File: src/rtl/maxi_full_burst_master_if.sv
// AXI4-full bus bundle between maxi_full_burst_master and its slave.
// Parameters : ID_WIDTH, ADDR_WIDTH, DATA_WIDTH (match the master's C_M_AXI_* values)
// Modports   : master - drives AW/W/AR payload+valid, BREADY, RREADY
//              slave  - drives AWREADY, WREADY, B channel, ARREADY, R channel
interface maxi_full_burst_master_if #(
  parameter int ID_WIDTH   = 1,
  parameter int ADDR_WIDTH = 6,
  parameter int DATA_WIDTH = 32
);
  // write address
  logic [ID_WIDTH-1:0]     awid;
  logic [ADDR_WIDTH-1:0]   awaddr;
  logic [7:0]              awlen;
  logic [2:0]              awsize;
  logic [1:0]              awburst;
  logic                    awlock;
  logic [3:0]              awcache;
  logic [2:0]              awprot;
  logic [3:0]              awqos;
  logic [3:0]              awregion;
  logic                    awvalid;
  logic                    awready;
  // write data
  logic [DATA_WIDTH-1:0]   wdata;
  logic [DATA_WIDTH/8-1:0] wstrb;
  logic                    wlast;
  logic                    wvalid;
  logic                    wready;
  // write response
  logic [ID_WIDTH-1:0]     bid;
  logic [1:0]              bresp;
  logic                    bvalid;
  logic                    bready;
  // read address
  logic [ID_WIDTH-1:0]     arid;
  logic [ADDR_WIDTH-1:0]   araddr;
  logic [7:0]              arlen;
  logic [2:0]              arsize;
  logic [1:0]              arburst;
  logic                    arlock;
  logic [3:0]              arcache;
  logic [2:0]              arprot;
  logic [3:0]              arqos;
  logic [3:0]              arregion;
  logic                    arvalid;
  logic                    arready;
  // read data
  logic [ID_WIDTH-1:0]     rid;
  logic [DATA_WIDTH-1:0]   rdata;
  logic [1:0]              rresp;
  logic                    rlast;
  logic                    rvalid;
  logic                    rready;

  modport master (
    output awid, awaddr, awlen, awsize, awburst, awlock, awcache, awprot, awqos, awregion, awvalid,
    input  awready,
    output wdata, wstrb, wlast, wvalid,
    input  wready,
    input  bid, bresp, bvalid,
    output bready,
    output arid, araddr, arlen, arsize, arburst, arlock, arcache, arprot, arqos, arregion, arvalid,
    input  arready,
    input  rid, rdata, rresp, rlast, rvalid,
    output rready
  );

  modport slave (
    input  awid, awaddr, awlen, awsize, awburst, awlock, awcache, awprot, awqos, awregion, awvalid,
    output awready,
    input  wdata, wstrb, wlast, wvalid,
    output wready,
    output bid, bresp, bvalid,
    input  bready,
    input  arid, araddr, arlen, arsize, arburst, arlock, arcache, arprot, arqos, arregion, arvalid,
    output arready,
    output rid, rdata, rresp, rlast, rvalid,
    input  rready
  );
endinterface

File: src/rtl/maxi_full_burst_master.sv
// AXI4-full burst master: on a rising edge of INIT_AXI_TXN it writes one INCR
// burst of seed-based data (beat i = seed + i), collects the write response,
// reads the same burst back and checks every beat.
// Ports:
//   M_AXI_ACLK    - clock
//   M_AXI_ARESETN - synchronous active-low reset
//   INIT_AXI_TXN  - start request (0->1 edge, honoured in IDLE/DONE only)
//   TXN_DONE      - high while in DONE
//   ERROR         - sticky: BRESP/RRESP error, data miscompare or RLAST misplacement
//   m_axi         - AXI4-full master port (maxi_full_burst_master_if.master)
module maxi_full_burst_master #(
  parameter int          C_M_AXI_ID_WIDTH     = 1,
  parameter int          C_M_AXI_ADDR_WIDTH   = 6,
  parameter int          C_M_AXI_DATA_WIDTH   = 32,
  parameter int unsigned C_M_BURST_LEN        = 4,
  parameter logic [31:0] C_M_TARGET_BASE_ADDR = 32'h0,
  parameter logic [31:0] C_M_DATA_SEED        = 32'h55
) (
  input  logic                      M_AXI_ACLK,
  input  logic                      M_AXI_ARESETN,
  input  logic                      INIT_AXI_TXN,
  output logic                      TXN_DONE,
  output logic                      ERROR,
  maxi_full_burst_master_if.master  m_axi
);

  localparam int                          DW       = C_M_AXI_DATA_WIDTH;
  localparam logic [7:0]                  LAST_IDX = 8'(C_M_BURST_LEN - 1);
  localparam logic [2:0]                  SIZE     = 3'($clog2(DW / 8));
  localparam logic [DW-1:0]               SEED     = DW'(C_M_DATA_SEED);
  localparam logic [DW-1:0]               ONE      = DW'(1);
  localparam logic [C_M_AXI_ADDR_WIDTH-1:0] BASE   = C_M_AXI_ADDR_WIDTH'(C_M_TARGET_BASE_ADDR);

  typedef enum logic [2:0] {
    ST_IDLE,
    ST_WRITE,
    ST_WAIT_B,
    ST_READ,
    ST_DONE
  } state_t;

  state_t        state;
  logic          init_q;
  logic          awvalid_r;
  logic          wvalid_r;
  logic          wlast_r;
  logic [DW-1:0] wdata_r;
  logic          bready_r;
  logic          arvalid_r;
  logic          rready_r;
  logic          txn_done_r;
  logic          error_r;
  logic [7:0]    w_idx;
  logic [7:0]    r_idx;
  logic [DW-1:0] r_exp;
  logic          aw_done;
  logic          w_done;

  logic start;
  logic aw_hs;
  logic w_hs;
  logic b_hs;
  logic ar_hs;
  logic r_hs;

  assign start = INIT_AXI_TXN && !init_q;
  assign aw_hs = awvalid_r && m_axi.awready;
  assign w_hs  = wvalid_r  && m_axi.wready;
  assign b_hs  = bready_r  && m_axi.bvalid;
  assign ar_hs = arvalid_r && m_axi.arready;
  assign r_hs  = rready_r  && m_axi.rvalid;

  // IDs are fixed at 0, so returned IDs and the low response bit carry nothing we act on.
  logic unused_inputs;
  assign unused_inputs = &{1'b0, m_axi.bid, m_axi.rid, m_axi.bresp[0], m_axi.rresp[0]};

  // Static address/control fields
  assign m_axi.awid     = '0;
  assign m_axi.awaddr   = BASE;
  assign m_axi.awlen    = LAST_IDX;
  assign m_axi.awsize   = SIZE;
  assign m_axi.awburst  = 2'b01;
  assign m_axi.awlock   = 1'b0;
  assign m_axi.awcache  = 4'b0010;
  assign m_axi.awprot   = '0;
  assign m_axi.awqos    = '0;
  assign m_axi.awregion = '0;
  assign m_axi.wstrb    = '1;
  assign m_axi.arid     = '0;
  assign m_axi.araddr   = BASE;
  assign m_axi.arlen    = LAST_IDX;
  assign m_axi.arsize   = SIZE;
  assign m_axi.arburst  = 2'b01;
  assign m_axi.arlock   = 1'b0;
  assign m_axi.arcache  = 4'b0010;
  assign m_axi.arprot   = '0;
  assign m_axi.arqos    = '0;
  assign m_axi.arregion = '0;

  // Registered handshake outputs
  assign m_axi.awvalid = awvalid_r;
  assign m_axi.wdata   = wdata_r;
  assign m_axi.wlast   = wlast_r;
  assign m_axi.wvalid  = wvalid_r;
  assign m_axi.bready  = bready_r;
  assign m_axi.arvalid = arvalid_r;
  assign m_axi.rready  = rready_r;
  assign TXN_DONE      = txn_done_r;
  assign ERROR         = error_r;

  always_ff @(posedge M_AXI_ACLK) begin
    if (!M_AXI_ARESETN) begin
      state      <= ST_IDLE;
      init_q     <= 1'b0;
      awvalid_r  <= 1'b0;
      wvalid_r   <= 1'b0;
      wlast_r    <= 1'b0;
      wdata_r    <= SEED;
      bready_r   <= 1'b0;
      arvalid_r  <= 1'b0;
      rready_r   <= 1'b0;
      txn_done_r <= 1'b0;
      error_r    <= 1'b0;
      w_idx      <= '0;
      r_idx      <= '0;
      r_exp      <= SEED;
      aw_done    <= 1'b0;
      w_done     <= 1'b0;
    end else begin
      init_q <= INIT_AXI_TXN;
      case (state)
        ST_IDLE, ST_DONE: begin
          if (start) begin
            state      <= ST_WRITE;
            error_r    <= 1'b0;
            txn_done_r <= 1'b0;
            awvalid_r  <= 1'b1;
            wvalid_r   <= 1'b1;
            wlast_r    <= (LAST_IDX == 8'd0);
            wdata_r    <= SEED;
            w_idx      <= '0;
            aw_done    <= 1'b0;
            w_done     <= 1'b0;
          end
        end

        ST_WRITE: begin
          if (aw_hs) begin
            awvalid_r <= 1'b0;
            aw_done   <= 1'b1;
          end
          if (w_hs) begin
            wdata_r <= wdata_r + ONE;
            if (wlast_r) begin
              wvalid_r <= 1'b0;
              wlast_r  <= 1'b0;
              w_done   <= 1'b1;
            end else begin
              w_idx   <= w_idx + 8'd1;
              wlast_r <= ((w_idx + 8'd1) == LAST_IDX);
            end
          end
          // Address and data complete independently; leave once both are done,
          // including the case where the final handshakes land on this edge.
          if ((aw_done || aw_hs) && (w_done || (w_hs && wlast_r))) begin
            state    <= ST_WAIT_B;
            bready_r <= 1'b1;
          end
        end

        ST_WAIT_B: begin
          if (b_hs) begin
            if (m_axi.bresp[1]) error_r <= 1'b1;
            bready_r  <= 1'b0;
            state     <= ST_READ;
            arvalid_r <= 1'b1;
            rready_r  <= 1'b1;
            r_idx     <= '0;
            r_exp     <= SEED;
          end
        end

        ST_READ: begin
          if (ar_hs) arvalid_r <= 1'b0;
          if (r_hs) begin
            if ((m_axi.rdata != r_exp) || m_axi.rresp[1]) error_r <= 1'b1;
            if (m_axi.rlast) begin
              if (r_idx != LAST_IDX) error_r <= 1'b1;
              rready_r   <= 1'b0;
              arvalid_r  <= 1'b0;
              txn_done_r <= 1'b1;
              state      <= ST_DONE;
            end else if (r_idx == LAST_IDX) begin
              // Final beat without RLAST: flag it and keep draining with the index pinned.
              error_r <= 1'b1;
            end else begin
              r_idx <= r_idx + 8'd1;
              r_exp <= r_exp + ONE;
            end
          end
        end

        default: state <= ST_IDLE;
      endcase
    end
  end

endmodule

File: src/flat_wrapper.sv
// flat-port wrapper written by rule: the top's interface ports become plain ports
module maxi_full_burst_master_flat 
#(
  parameter int          C_M_AXI_ID_WIDTH     = 1,
  parameter int          C_M_AXI_ADDR_WIDTH   = 6,
  parameter int          C_M_AXI_DATA_WIDTH   = 32,
  parameter int unsigned C_M_BURST_LEN        = 4,
  parameter logic [31:0] C_M_TARGET_BASE_ADDR = 32'h0,
  parameter logic [31:0] C_M_DATA_SEED        = 32'h55
)
  (M_AXI_ACLK, M_AXI_ARESETN, INIT_AXI_TXN, TXN_DONE, ERROR, m_axi_awid, m_axi_awaddr, m_axi_awlen, m_axi_awsize, m_axi_awburst, m_axi_awlock, m_axi_awcache, m_axi_awprot, m_axi_awqos, m_axi_awregion, m_axi_awvalid, m_axi_awready, m_axi_wdata, m_axi_wstrb, m_axi_wlast, m_axi_wvalid, m_axi_wready, m_axi_bid, m_axi_bresp, m_axi_bvalid, m_axi_bready, m_axi_arid, m_axi_araddr, m_axi_arlen, m_axi_arsize, m_axi_arburst, m_axi_arlock, m_axi_arcache, m_axi_arprot, m_axi_arqos, m_axi_arregion, m_axi_arvalid, m_axi_arready, m_axi_rid, m_axi_rdata, m_axi_rresp, m_axi_rlast, m_axi_rvalid, m_axi_rready);
  maxi_full_burst_master_if #(.ID_WIDTH(1), .ADDR_WIDTH(6), .DATA_WIDTH(32)) m_axi_i ();
  input  logic M_AXI_ACLK;
  input  logic M_AXI_ARESETN;
  input  logic INIT_AXI_TXN;
  output logic TXN_DONE;
  output logic ERROR;
  output wire logic [$bits(m_axi_i.awid)-1:0] m_axi_awid;
  output wire logic [$bits(m_axi_i.awaddr)-1:0] m_axi_awaddr;
  output wire logic [$bits(m_axi_i.awlen)-1:0] m_axi_awlen;
  output wire logic [$bits(m_axi_i.awsize)-1:0] m_axi_awsize;
  output wire logic [$bits(m_axi_i.awburst)-1:0] m_axi_awburst;
  output wire logic [$bits(m_axi_i.awlock)-1:0] m_axi_awlock;
  output wire logic [$bits(m_axi_i.awcache)-1:0] m_axi_awcache;
  output wire logic [$bits(m_axi_i.awprot)-1:0] m_axi_awprot;
  output wire logic [$bits(m_axi_i.awqos)-1:0] m_axi_awqos;
  output wire logic [$bits(m_axi_i.awregion)-1:0] m_axi_awregion;
  output wire logic [$bits(m_axi_i.awvalid)-1:0] m_axi_awvalid;
  input wire logic [$bits(m_axi_i.awready)-1:0] m_axi_awready;
  output wire logic [$bits(m_axi_i.wdata)-1:0] m_axi_wdata;
  output wire logic [$bits(m_axi_i.wstrb)-1:0] m_axi_wstrb;
  output wire logic [$bits(m_axi_i.wlast)-1:0] m_axi_wlast;
  output wire logic [$bits(m_axi_i.wvalid)-1:0] m_axi_wvalid;
  input wire logic [$bits(m_axi_i.wready)-1:0] m_axi_wready;
  input wire logic [$bits(m_axi_i.bid)-1:0] m_axi_bid;
  input wire logic [$bits(m_axi_i.bresp)-1:0] m_axi_bresp;
  input wire logic [$bits(m_axi_i.bvalid)-1:0] m_axi_bvalid;
  output wire logic [$bits(m_axi_i.bready)-1:0] m_axi_bready;
  output wire logic [$bits(m_axi_i.arid)-1:0] m_axi_arid;
  output wire logic [$bits(m_axi_i.araddr)-1:0] m_axi_araddr;
  output wire logic [$bits(m_axi_i.arlen)-1:0] m_axi_arlen;
  output wire logic [$bits(m_axi_i.arsize)-1:0] m_axi_arsize;
  output wire logic [$bits(m_axi_i.arburst)-1:0] m_axi_arburst;
  output wire logic [$bits(m_axi_i.arlock)-1:0] m_axi_arlock;
  output wire logic [$bits(m_axi_i.arcache)-1:0] m_axi_arcache;
  output wire logic [$bits(m_axi_i.arprot)-1:0] m_axi_arprot;
  output wire logic [$bits(m_axi_i.arqos)-1:0] m_axi_arqos;
  output wire logic [$bits(m_axi_i.arregion)-1:0] m_axi_arregion;
  output wire logic [$bits(m_axi_i.arvalid)-1:0] m_axi_arvalid;
  input wire logic [$bits(m_axi_i.arready)-1:0] m_axi_arready;
  input wire logic [$bits(m_axi_i.rid)-1:0] m_axi_rid;
  input wire logic [$bits(m_axi_i.rdata)-1:0] m_axi_rdata;
  input wire logic [$bits(m_axi_i.rresp)-1:0] m_axi_rresp;
  input wire logic [$bits(m_axi_i.rlast)-1:0] m_axi_rlast;
  input wire logic [$bits(m_axi_i.rvalid)-1:0] m_axi_rvalid;
  output wire logic [$bits(m_axi_i.rready)-1:0] m_axi_rready;
  assign m_axi_awid = m_axi_i.awid;
  assign m_axi_awaddr = m_axi_i.awaddr;
  assign m_axi_awlen = m_axi_i.awlen;
  assign m_axi_awsize = m_axi_i.awsize;
  assign m_axi_awburst = m_axi_i.awburst;
  assign m_axi_awlock = m_axi_i.awlock;
  assign m_axi_awcache = m_axi_i.awcache;
  assign m_axi_awprot = m_axi_i.awprot;
  assign m_axi_awqos = m_axi_i.awqos;
  assign m_axi_awregion = m_axi_i.awregion;
  assign m_axi_awvalid = m_axi_i.awvalid;
  assign m_axi_i.awready = m_axi_awready;
  assign m_axi_wdata = m_axi_i.wdata;
  assign m_axi_wstrb = m_axi_i.wstrb;
  assign m_axi_wlast = m_axi_i.wlast;
  assign m_axi_wvalid = m_axi_i.wvalid;
  assign m_axi_i.wready = m_axi_wready;
  assign m_axi_i.bid = m_axi_bid;
  assign m_axi_i.bresp = m_axi_bresp;
  assign m_axi_i.bvalid = m_axi_bvalid;
  assign m_axi_bready = m_axi_i.bready;
  assign m_axi_arid = m_axi_i.arid;
  assign m_axi_araddr = m_axi_i.araddr;
  assign m_axi_arlen = m_axi_i.arlen;
  assign m_axi_arsize = m_axi_i.arsize;
  assign m_axi_arburst = m_axi_i.arburst;
  assign m_axi_arlock = m_axi_i.arlock;
  assign m_axi_arcache = m_axi_i.arcache;
  assign m_axi_arprot = m_axi_i.arprot;
  assign m_axi_arqos = m_axi_i.arqos;
  assign m_axi_arregion = m_axi_i.arregion;
  assign m_axi_arvalid = m_axi_i.arvalid;
  assign m_axi_i.arready = m_axi_arready;
  assign m_axi_i.rid = m_axi_rid;
  assign m_axi_i.rdata = m_axi_rdata;
  assign m_axi_i.rresp = m_axi_rresp;
  assign m_axi_i.rlast = m_axi_rlast;
  assign m_axi_i.rvalid = m_axi_rvalid;
  assign m_axi_rready = m_axi_i.rready;
  maxi_full_burst_master #(.C_M_AXI_ID_WIDTH(C_M_AXI_ID_WIDTH), .C_M_AXI_ADDR_WIDTH(C_M_AXI_ADDR_WIDTH), .C_M_AXI_DATA_WIDTH(C_M_AXI_DATA_WIDTH), .C_M_BURST_LEN(C_M_BURST_LEN), .C_M_TARGET_BASE_ADDR(C_M_TARGET_BASE_ADDR), .C_M_DATA_SEED(C_M_DATA_SEED)) u_core (.M_AXI_ACLK(M_AXI_ACLK), .M_AXI_ARESETN(M_AXI_ARESETN), .INIT_AXI_TXN(INIT_AXI_TXN), .TXN_DONE(TXN_DONE), .ERROR(ERROR), .m_axi(m_axi_i));
endmodule
File: config.mk
export PLATFORM = sky130hd
export DESIGN_NAME = maxi_full_burst_master_flat
export DESIGN_NICKNAME = d
export VERILOG_FILES = /design/src/rtl/maxi_full_burst_master_if.sv /design/src/rtl/maxi_full_burst_master.sv /design/src/flat_wrapper.sv
export SDC_FILE = /design/constraint.sdc
export NUM_CORES = 1
export LEC_CHECK = 0
export ABC_CLOCK_PERIOD_IN_PS = 6850
export BUFFER_PORTS_ARGS = -buffer_cell sky130_fd_sc_hd__buf_4
export CAP_MARGIN = 10
export CORE_MARGIN = 2
export CORE_UTILIZATION = 30
export CTS_BUF_LIST = sky130_fd_sc_hd__clkbuf_16
export CTS_CLUSTER_SIZE = 30
export DETAILED_ROUTE_END_ITERATION = 16
export GPL_TIMING_DRIVEN = 0
export RECOVER_POWER = 25
export SYNTH_ARGS = -nofsm -noshare
export SYNTH_HDL_FRONTEND = slang
export SYNTH_SLANG_ARGS = --single-unit
File: constraint.sdc
create_clock -name M_AXI_ACLK -period 6.85 [get_ports M_AXI_ACLK]
set_clock_uncertainty 0.2 [all_clocks]
set_input_delay 1.37 -clock M_AXI_ACLK [delete_from_list [all_inputs] [get_ports M_AXI_ACLK]]
set_output_delay 1.37 -clock M_AXI_ACLK [all_outputs]
set_load 0.05 [all_outputs]
==> metrics.md <==
| Metric | Value |
|---|---|
| Reg2reg path depth | 7 |
| Worst Setup End Kind | flip-flop |
| Clk_lat worst skew | 0.34 ns |
| Die area | 19400 um^2 |
| RSZ-0062 raised after global routing | no |
| TritonCTS Buffers | 9 |
| Logic pwr share | 0.184 |
| CTS Root Cell | clkbuf_16 |
| Final HPWL DP | 10700 um |
| WP data required | 6.83 ns |
| Pre-CTS WS | 2.98 ns |
| Total Routed Length | 14200 um |
| Vias in the first global route | 4439 |
| Post-CTS sizing | 0 |
| Ys async rst share | 0 |
| Routability Congestion | 0.801 |
| CTS Buffer Depth | 2 |
| Area growth, synth to finish | 24.7% |
| # diodes | 0 |
| Min-Delay Path Class | flip-flop to flip-flop |
| Internal Power | 0.000897 W |
| Setup tns final | 0 ns |
| Sequential power share | 0.436 |
| Status | finished clean |
| Worst-path fanout max | 7 |
| Netlist cell types | 53 |
| Via count | 5034 |
| Initial antenna violation count | 0 |
| Placed Area | 6660 um^2 |
| Chip Width | 139 um |
| Max-cap viol count | 0 |
| Core Region | 18000 um^2 |
| TritonCTS clock tree | built |
| Multi-input gate area | 3180 um^2 |
| Worst-margin pin slew | 0.936 ns |
| P per Cell Area | 187 nW/um^2 |
| Period utilization | 0.511 |
| Syn Area/Cell | 8.15 um^2 |
| Initial core utilization | 0.305 |
| Die height | 139 um |
| Post-route ant nets | 0 |
| Num ports | 163 |
| Leakage | 2.64 nW |
| Maximum VDD drop | 0.109 mV |
| Final Slew Violations | 0 |
| Yosys Warn Count | 0 |
| Vias/cell | 4.70 |
| Clock slew at reported path FFs | 0.06 ns |
| Sequential area share after synthesis | 0.343 |
| Post-synth EDFFs | 0 |
| Dominant synthesized flop cell | dfxtp_1 |
| Fmax | 286 MHz |
| Cell depth of the worst hold path | 2 |
| Fin worst setup slack | 3.35 ns |
| GRT Residual Overflow | 0 |
| Post-CTS setup buffer count | 0 |
| DRT Pass-1 Iters | 4 |
| DR iter-0 viols | 240 |
| Rel. slew slack | 0.367 |
| Layout cells sized above 1 | 0.183 |
| Part of the power in the clock network | 0.380 |
| Cell Rows | 49 |
| Switching Fraction | 0.297 |
| Worst Setup Start Kind | input pin |
| Endpoints failing setup | 0 |
| Most frequent cells in the layout | 131 x buf_4, 94 x dfxtp_1, 76 x conb_1 |
| Min Clock Period, post-route | 3.50 ns |
| NetSw | 0.000380 W |
| Crit path arrival time | 3.48 ns |
| PortBufs | 81 |
| Drt wl/cell | 13.2 um |
| First-pass GRT wire length | 22500 um |
| DRC viols | 0 |
| Mapped Cells | 673 |
| Final-report hold violation count | 0 |
| FF+latch count, synth | 94 |
| Nets@finish | 891 |
| CTS H-tree lvls | 3 |
| CP Class | input pin to flip-flop |
| Post-route cell area | 6840 um^2 |
| Synth Cell Area | 5480 um^2 |
| CTS Sinks | 94 |
| Combined flip-flop and latch cell area | 1880 um^2 |
| Fill cells | 1916 |
| Commonest non-fill, non-tap cell in the layout | buf_4 |
| Hold-fix buffers at CTS | 0 |
| Gr usage total | 0.143 |
| Largest net degree at the start of global routing | 15 |
power by group through the flow:
stage | clock network [W] | logic [W] | registers [W]
2_1_floorplan | 0 | 0.000181 | 0.000575
3_3_place_gp | 0 | 0.000235 | 0.000570
3_5_place_dp | 0 | 0.000236 | 0.000570
4_1_cts | 0.000502 | 0.000236 | 0.000557
5_1_grt | 0.000525 | 0.000250 | 0.000558
6_report | 0.000485 | 0.000235 | 0.000557
worst max-delay path, cell delays in order:
cell and delay [ns]:
clkbuf_1 0.15, or4b_1 0.44, clkbuf_1 0.24, o21ai_0 0.13, o21ai_0 0.20, a2111oi_0 0.79
a221oi_1 0.16
layout make-up:
class                           instances  area share
Multi-Input combinational cell        543       0.465
Sequential cell                        94       0.275
Buffer                                 98      0.0959
Timing Repair Buffer                   81      0.0747
Tap cell                              229      0.0419
Clock buffer                            9      0.0329
Clock inverter                          6     0.00787
Inverter                               12     0.00659
final timing paths:
kind         slack (ns)             from          endpoint
max                3.35     INIT_AXI_TXN      u_core.ERROR
min                0.26   u_core.aw_done    u_core.aw_done
max reg2reg        3.95  u_core.r_idx[0]  u_core.r_exp[30]
min reg2reg        0.26   u_core.aw_done    u_core.aw_done
cell usage after synthesis (all sizes together), types with 4 or more instances:
master    n  area (um^2)
a21oi    57          285
and2      5         31.3
and3     11         68.8
and4      8         70.1
buf      78          581
clkbuf   20         75.1
dfxtp    94         1880
ha        5         62.6
inv      12         45.0
nand2    46          173
nand3    26          130
nand3b    4         30.0
nand4    24          150
nor2     54          203
nor3     11         55.1
nor4     12         75.1
nor4b     4         41.3
o2111ai  10         93.8
o211ai    4         35.0
o21a      6         45.0
o21ai    41          213
o31ai     7         52.6
or3      28          175
or4       8         60.1
xnor2    24          210
xor2     44          385
metrics by stage:
stage / cells / utilization / power (W) / hold slack (ns)
4_1_cts: 1072 / 0.386 / 0.00130 / 0.261
5_1_grt: 1072 / 0.381 / 0.00133 / 0.283
6_report: 1072 / 0.381 / 0.00128 / 0.257
3_3_place_gp: 1057 / 0.370 / 0.000805 / 0.244
2_1_floorplan: 747 / - / 0.000756 / 0.236
3_5_place_dp: 1057 / 0.370 / 0.000806 / 0.250
layer usage:
layer  vias to the layer above  track usage  share of wire
met5                         -            0              0
met3                        15       0.0363          0.053
met1                      2293        0.186           0.48
li1                       2607            -              -
met4                         0       0.0420          0.014
met2                       119        0.234           0.46
state kept, by name (all words and copies together) (netlist names):
name and count:
u_core.m_axi.arvalid 1, u_core.m_axi.wlast 1, u_core.m_axi.rready 1, u_core.state 3, u_core.r_idx 8, u_core.m_axi.bready 1, u_core.m_axi.awvalid 1, u_core.TXN_DONE 1
u_core.ERROR 1, u_core.m_axi.wvalid 1, u_core.r_exp 32, u_core.w_idx 8, u_core.aw_done 1, u_core.init_q 1, u_core.m_axi.wdata 32, u_core.w_done 1
kinds of logic after synthesis:
| logic type | count (synthesis) | synth area share |
|---|---|---|
| simple gates | 251 | 0.244 |
| compound gates | 142 | 0.161 |
| buf+inv | 110 | 0.128 |
| flops | 94 | 0.343 |
| xor+xnor | 68 | 0.109 |
| fa+ha+maj | 5 | 0.0114 |
| other cells | 2 | 0.00137 |
| mux | 1 | 0.00183 |
Power figures use the tool's default switching activity.
